**src/rtl/ps2_host_tx.sv**
```systemverilog
// PS/2 host-to-device command transmitter: inhibit, request-to-send, 10 bits clocked by the device, ack check.
// Optional PS2_TX_GLITCH_FILTER_EN: 8-cycle persistence filter on the synchronized ps2_clk.
module ps2_host_tx #(
    parameter int INHIBIT_CYCLES = 12000,
    parameter int TIMEOUT_CYCLES = 1500000
) (
    input  logic       clk,
    input  logic       reset,
    input  logic       tx_valid,
    input  logic [7:0] tx_data,
    output logic       tx_ready,
    output logic       busy,
    output logic       done,
    output logic       error,
    input  logic       ps2_clk_in,
    input  logic       ps2_data_in,
    output logic       ps2_clk_drive_low,
    output logic       ps2_data_drive_low
);
    localparam int IW = $clog2(INHIBIT_CYCLES + 1);
    localparam int TW = $clog2(TIMEOUT_CYCLES + 1);

    typedef enum logic [2:0] {
        IDLE,
        INHIBIT,
        REQ,
        SEND,
        ACK,
        WAIT_IDLE
    } state_t;

    state_t          state_reg;
    logic [1:0]      meta_reg;
    logic [1:0]      sync_reg;
    logic            clk_prev_reg;
    logic            fall_reg;
    logic            clk_cur;
    logic            data_cur;
    logic [9:0]      frame_reg;
    logic [3:0]      bit_idx_reg;
    logic [IW-1:0]   inhibit_cnt_reg;
    logic [TW-1:0]   timeout_cnt_reg;
    logic            tx_ready_reg;
    logic            busy_reg;
    logic            done_reg;
    logic            error_reg;
    logic            clk_dl_reg;
    logic            data_dl_reg;

    // Bit 0 carries ps2_clk, bit 1 carries ps2_data; idle bus level is high.
    always_ff @(posedge clk) begin
        if (reset) begin
            meta_reg <= 2'b11;
            sync_reg <= 2'b11;
        end else begin
            meta_reg <= {ps2_data_in, ps2_clk_in};
            sync_reg <= meta_reg;
        end
    end

    assign data_cur = sync_reg[1];

`ifdef PS2_TX_GLITCH_FILTER_EN
    logic       clk_filt_reg;
    logic [2:0] filt_cnt_reg;

    always_ff @(posedge clk) begin
        if (reset) begin
            clk_filt_reg <= 1'b1;
            filt_cnt_reg <= 3'd0;
        end else if (sync_reg[0] != clk_filt_reg) begin
            if (filt_cnt_reg == 3'd7) begin
                clk_filt_reg <= sync_reg[0];
                filt_cnt_reg <= 3'd0;
            end else begin
                filt_cnt_reg <= filt_cnt_reg + 3'd1;
            end
        end else begin
            filt_cnt_reg <= 3'd0;
        end
    end

    assign clk_cur = clk_filt_reg;
`else
    assign clk_cur = sync_reg[0];
`endif

    always_ff @(posedge clk) begin
        if (reset) begin
            clk_prev_reg <= 1'b1;
            fall_reg     <= 1'b0;
        end else begin
            clk_prev_reg <= clk_cur;
            fall_reg     <= clk_prev_reg & ~clk_cur;
        end
    end

    always_ff @(posedge clk) begin
        if (reset) begin
            state_reg       <= IDLE;
            frame_reg       <= '0;
            bit_idx_reg     <= '0;
            inhibit_cnt_reg <= '0;
            timeout_cnt_reg <= '0;
            tx_ready_reg    <= 1'b1;
            busy_reg        <= 1'b0;
            done_reg        <= 1'b0;
            error_reg       <= 1'b0;
            clk_dl_reg      <= 1'b0;
            data_dl_reg     <= 1'b0;
        end else begin
            done_reg  <= 1'b0;
            error_reg <= 1'b0;
            case (state_reg)
                IDLE: begin
                    if (tx_valid) begin
                        // Frame order on the wire: data LSB first, odd parity, stop (1 = released).
                        frame_reg       <= {1'b1, ~^tx_data, tx_data};
                        inhibit_cnt_reg <= '0;
                        clk_dl_reg      <= 1'b1;
                        tx_ready_reg    <= 1'b0;
                        busy_reg        <= 1'b1;
                        state_reg       <= INHIBIT;
                    end
                end
                INHIBIT: begin
                    if (inhibit_cnt_reg == IW'(INHIBIT_CYCLES - 1)) begin
                        data_dl_reg <= 1'b1;
                        state_reg   <= REQ;
                    end else begin
                        inhibit_cnt_reg <= inhibit_cnt_reg + 1'b1;
                    end
                end
                REQ: begin
                    clk_dl_reg      <= 1'b0;
                    timeout_cnt_reg <= '0;
                    bit_idx_reg     <= '0;
                    state_reg       <= SEND;
                end
                SEND, ACK, WAIT_IDLE: begin
                    if (timeout_cnt_reg == TW'(TIMEOUT_CYCLES - 1)) begin
                        error_reg    <= 1'b1;
                        clk_dl_reg   <= 1'b0;
                        data_dl_reg  <= 1'b0;
                        tx_ready_reg <= 1'b1;
                        busy_reg     <= 1'b0;
                        state_reg    <= IDLE;
                    end else begin
                        timeout_cnt_reg <= timeout_cnt_reg + 1'b1;
                        if (state_reg == SEND) begin
                            if (fall_reg) begin
                                data_dl_reg <= ~frame_reg[bit_idx_reg];
                                if (bit_idx_reg == 4'd9) begin
                                    state_reg <= ACK;
                                end else begin
                                    bit_idx_reg <= bit_idx_reg + 4'd1;
                                end
                            end
                        end else if (state_reg == ACK) begin
                            if (fall_reg) begin
                                if (!data_cur) begin
                                    state_reg <= WAIT_IDLE;
                                end else begin
                                    error_reg    <= 1'b1;
                                    tx_ready_reg <= 1'b1;
                                    busy_reg     <= 1'b0;
                                    state_reg    <= IDLE;
                                end
                            end
                        end else begin
                            if (clk_cur && data_cur) begin
                                done_reg     <= 1'b1;
                                tx_ready_reg <= 1'b1;
                                busy_reg     <= 1'b0;
                                state_reg    <= IDLE;
                            end
                        end
                    end
                end
                default: begin
                    clk_dl_reg   <= 1'b0;
                    data_dl_reg  <= 1'b0;
                    tx_ready_reg <= 1'b1;
                    busy_reg     <= 1'b0;
                    state_reg    <= IDLE;
                end
            endcase
        end
    end

    assign tx_ready           = tx_ready_reg;
    assign busy               = busy_reg;
    assign done               = done_reg;
    assign error              = error_reg;
    assign ps2_clk_drive_low  = clk_dl_reg;
    assign ps2_data_drive_low = data_dl_reg;

endmodule
```
**config.mk**
```make
export PLATFORM = sky130hd
export DESIGN_NAME = ps2_host_tx
export DESIGN_NICKNAME = d
export VERILOG_FILES = /design/src/rtl/ps2_host_tx.sv
export SDC_FILE = /design/constraint.sdc
export NUM_CORES = 1
export LEC_CHECK = 0
export ABC_CLOCK_PERIOD_IN_PS = 2700
export CAP_MARGIN = 20
export CELL_PAD_IN_SITES_DETAIL_PLACEMENT = 0
export CELL_PAD_IN_SITES_GLOBAL_PLACEMENT = 2
export CORE_MARGIN = 10
export CORE_UTILIZATION = 36
export DETAILED_ROUTE_END_ITERATION = 6
export PLACE_DENSITY_LB_ADDON = 0.1
export SETUP_SLACK_MARGIN = 0.4
export SYNTH_ARGS = -nofsm -noshare
export SYNTH_HDL_FRONTEND = slang
export SYNTH_SLANG_ARGS = --single-unit
```
**constraint.sdc**
```tcl
create_clock -name clk -period 2.7 [get_ports clk]
set_clock_uncertainty 0.2 [all_clocks]
set_input_delay 0.81 -clock clk [delete_from_list [all_inputs] [get_ports clk]]
set_output_delay 0.81 -clock clk [all_outputs]
set_load 0.02 [all_outputs]
```
== After elaboration in Yosys (flattened, before gate mapping) ==
Cells that the tools add are included.
W data, S select, Z words.
Word-level totals
  flip-flop bits (word level): 64
  logic and storage cells: 121
  output and inout bits: 6
  input port bits: 13
Operators by class
  reductions and logical operators: 18
  multiplexer cells: 52
  eq/ne operators: 25
  magnitude comparators: 1
  add/subtract/negate cells: 3
  bitwise gates (word level): 7
Operators by type and width (number)
  $pmux W21 S2: 1
  $mux W3: 10
  $mux W14: 2
  $pmux W14 S2: 1
  $mux W1: 26
  $add A21 B1 Y21 const B: 1
  $eq A21 B21 Y1 const B: 1
  $mux W21: 1
  $ne A4 B4 Y1 const B: 5
  $mux W4: 4
  $ne A2 B2 Y1 const B: 8
  $add A14 B1 Y14 const B: 1
  $eq A14 B14 Y1 const B: 1
  $pmux W1 S3: 4
  $pmux W3 S4: 1
  $reduce_and A6 Y1: 2
  $ne A3 B3 Y1 const B: 3
  $pmux W4 S2: 1
  $reduce_xnor A8 Y1: 1
  $eq A3 B2 Y1 const B: 2
  $eq A3 B3 Y1 const B: 2
  $not A1 Y1: 6
  $reduce_and A3 Y1: 2
  $reduce_or A2 Y1: 3
  15 further kinds: 17

== Logic depth before layout (Yosys ltp) ==
  depth in word-level cells: 7
  mapped depth: 8
  mapped depth without buffers: 7

== Least setup slack after synthesis ==
No wires, ideal clock.
  kind: reg-to-reg
  from: register timeout_cnt_reg[0]
  to: register busy_reg (netlist: busy)
  arrival time: 2.051 ns
  buffers on the path: 2
  slack: 0.329 ns
  required time: 2.380 ns
  clock period less this slack: 2.371 ns
  stages on the path, launching flop included: 9
  path through: dfxtp_1 -> ha_1 -> nand4_4 -> or4_4 -> buf_6 -> o21ai_4 -> buf_6 -> a21oi_2 -> o31a_1
Between the ends
  longest elaborated chain between the ends: 3
Ends and longest elaborated chain
  start, declared: line 42  | logic [TW-1:0] timeout_cnt_reg;
  start signal, assigned: line 149  | timeout_cnt_reg <= timeout_cnt_reg + 1'b1;
  $eq A21 B21 Y1 (*): line 141  | if (timeout_cnt_reg == TW'(TIMEOUT_CYCLES - 1)) begin
  $ne A4 B4 Y1 (no source line), or another cell as far along
  $reduce_and A6 Y1 (no source line) / $pmux W1 S3 (equally long branches)
  end signal, assigned: line 146  | busy_reg <= 1'b0;
  end signal, assigned: line 166  | busy_reg <= 1'b0;
  end signal, assigned: line 174  | busy_reg <= 1'b0;
  end, declared: line 44  | logic busy_reg;
Every way passes the cells marked *; elsewhere a longest branch is shown, timed or not.
A chain may end at the register's enable or synchronous reset.

== Final worst setup path ==
  from: register timeout_cnt_reg[0]
  to: register timeout_cnt_reg[8]
Between the ends
  longest elaborated chain between the ends: 3
Ends and longest elaborated chain (line)
  $add A21 B1 Y21 / $eq A21 B21 Y1 (equally long branches): 149, 141
  $mux W21 / $ne A2 B2 Y1 (equally long branches)
  $pmux W21 S2 / $reduce_and A2 Y1 (equally long branches)
Parallel ways exist; a longest one is shown, timed or not. The select of a mux whose other input is x is not followed.

==> run_results.csv <==
group,metric,value,unit
routing,drt_iter0_drc,121,
synthesis,synthFlopType,"dfxtp_1",
floorplanning,coreArea,0.00872,sq mm
synthesis,synthesis.area,0.00323,sq mm
worst_setup_path,r2r.worst_path.cells,7,
final_layout,n_antenna_cell,0,
routing,routed_wl,8.45,mm
clock_tree,cts_root_buf,"clkbuf_8",
placed_design,placed_area,0.00366,sq mm
timing,setup_tns,0,ps
power_and_ir_drop,peakVddDrop,0.183,mV
worst_setup_path,worstPathMaxFanout,8,
synthesis,synth_area_leaders,"dfxtp_1 40%, a21oi_1 5.6%, nand2_1 5.0%",
floorplanning,rows,34,
routing,drt_first_pass_iters,4,
clock_tree,cts_buffer_depth,2,
final_layout,nNetsFinal,444,
routing,num_vias,2966,
floorplanning,die_x,115,um
synthesis,yosys.cell_count.top_type,"dfxtp_1",
clock_tree,cts_tree,"done",
worst_setup_path,worstSetupPathType,"flop to flop",
timing,worst_slew_pin_slew,550,ps
final_layout,syn_to_final_growth,21.9,%
synthesis,netlist_instances,380,
synthesis,synth-edff-count,0,
synthesis,yosys_warnings,0,
placed_design,place_congestion,0.798,
synthesis,avgSynthCellArea,8.49,sq um
timing,setup_violations,0,
clock_tree,cts_hold_buf,0,
timing,layout_worst_path_cycle_share,0.827,
job,drv_cap,0,
grt,grt_usage,0.137,
clock_tree,worstSkewPairLatency,340,ps
synthesis,ys_ff_latch,64,
worst_setup_path,critical_path_required,2740,ps
final_layout,final_util,0.451,
synthesis,synth_top_cell_by_area,"dfxtp_1",
grt,grt-ovfl-total,0,
timing,finalCriticalPeriod,2230,ps
clock_tree,clock_sinks,64,
worst_setup_path,start_kind,"flop",
run_status,status,"finished clean",
routing,vias_per_cell,5.52,
power_and_ir_drop,power.density,522,mW/mm^2
final_layout,nFillCells,884,
routing,routedWlPerCell,15.7,um
timing,slew_headroom,0.633,
power_and_ir_drop,leakagePower,1.40,nW
routing,route.detailed.drc,0,
synthesis,ys_async_sr_fraction,0,
worst_setup_path,crit_arrival,2270,ps
synthesis,synth.distinct_cells,54,
synthesis,synth_common_cells,"64 x dfxtp_1, 43 x nand2_1, 36 x a21oi_1, 21 x nor2_1, 19 x nand3_1",
synthesis,seq_area_frac_synth,0.397,
final_layout,layout-drive-gt1-share,0.184,
timing,grt_setup_unrepaired,"yes",
synthesis,syn_nets,397,
routing,ant_nets,0,
floorplanning,io_pins,19,
hold_path,min_path_type,"flop to flop",
floorplanning,die_y,115,um
grt,grt_pass1_vias,2945,
floorplanning,initial_core_util,0.370,
final_layout,largest_register_ffs,21,
grt,grt_pass1_wl,14.6,mm
grt,antenna_found_initial,0,
timing,clock.fmax,448,MHz
clock_tree,htree_num_levels,3,
worst_setup_path,worstSetupEndpointType,"flop",
placed_design,dp_hpwl,6.14,mm
grt,grt_max_degree,18,
final_layout,fin_area,0.00393,sq mm
hold_path,hold_depth,1,
clock_tree,cts-buffers-inserted,9,
timing,hold_violations,0,
power_and_ir_drop,fin_total_pwr,2.05,mW
clock_tree,clk_pin_slew,70,ps
floorplanning,die_area,0.0131,sq mm
synthesis,synth_top_cell_area_share,0.397,
timing,drv_slew,0,
placed_design,io_buffers,18,
-- power by group --
| part | leakage (nW) | internal, mW | switching (mW) |
|---|---|---|---|
| combinational | 0.791 | 0.139 | 0.190 |
| sequential | 0.523 | 0.977 | 0.0279 |
| clock | 0.0842 | 0.367 | 0.350 |
-- through the flow --
| step | worst slack [ps] | std cells | hold slack [ps] |
|---|---|---|---|
| floorplan | 443 | 380 | 189 |
| global placement | 282 | 515 | 191 |
| detailed placement | 215 | 515 | 193 |
| CTS | 392 | 531 | 209 |
| global route | 346 | 537 | 229 |
| finish | 466 | 537 | 208 |
-- critical path, stage by stage (launching register included) --
cell      delay (ps)
dfxtp_4          370
ha_4             170
nand4_4          100
or4_4            590
o21ai_4          310
buf_4            190
o211ai_1         110
o41ai_1           90
-- area by class of cell --
class / instances / area (sq um) / area share
inverter: 9 / 33.8 / 0.00859
timing repair buffer: 51 / 435 / 0.111
clock inverter: 1 / 5.00 / 0.00127
multi-input combinational: 292 / 1870 / 0.477
clock buffer: 12 / 155 / 0.0395
tap: 108 / 135 / 0.0344
sequential: 64 / 1290 / 0.329
-- kinds of logic (layout without fill, tap and decap cells) --
group	count (synthesis)	after routing	synth area share
AOI/OAI and AO/OA	94	95	0.189
muxes	7	7	0.0303
DFF	64	64	0.397
xor gates and xnor gates	15	15	0.0407
and+or+nand+nor	171	171	0.291
buffers and inverters	25	73	0.0368
adders and majority gates	4	4	0.0155
-- final timing paths --
check                                         from                 end  slack, ps
worst max-delay path            timeout_cnt_reg[0]  timeout_cnt_reg[8]        470
worst min-delay path                   meta_reg[1]         sync_reg[1]        210
worst max register to register  timeout_cnt_reg[0]  timeout_cnt_reg[8]        470
worst min register to register         meta_reg[1]         sync_reg[1]        210
-- layout by cell type, fill, tap and decap left out, types with 7 or more instances in the layout --
cell type | synthesis | layout
dfxtp_1 | 64 | 59
nand2_1 | 43 | 42
a21oi_1 | 36 | 36
buf_4 | 0 | 30
nor2_1 | 21 | 21
nand3_1 | 19 | 19
o21ai_0 | 17 | 17
clkdlybuf4s50_1 | 0 | 12
nand4_1 | 11 | 11
clkbuf_8 | 0 | 11
o211ai_1 | 10 | 10
or3_1 | 10 | 10
inv_1 | 9 | 9
nor3_1 | 9 | 9
or2_2 | 9 | 9
or4_1 | 9 | 8
and3_1 | 8 | 8
xnor2_1 | 8 | 8
o31ai_1 | 8 | 8
xor2_1 | 7 | 7
and2_1 | 7 | 7
-- routing by layer --
layer / wire [um] / GRT usage / up-vias / share of wire
met5: 0 / 0 / - / 0
met4: 146 / 0.0551 / 0 / 0.017
met3: 379 / 0.0288 / 13 / 0.045
met2: 3900 / 0.216 / 50 / 0.46
met1: 4020 / 0.176 / 1404 / 0.48
li1: - / - / 1499 / -
-- repair_timing --
action / in CTS / in global routing
setup endpoints to repair: 19 / 26
pin swaps: 2 / 6
setup buffers: 3 / 5
gates cloned: 0 / 1
resized for setup: 8 / 12
Note: power is estimated with default switching activity, not from simulation.
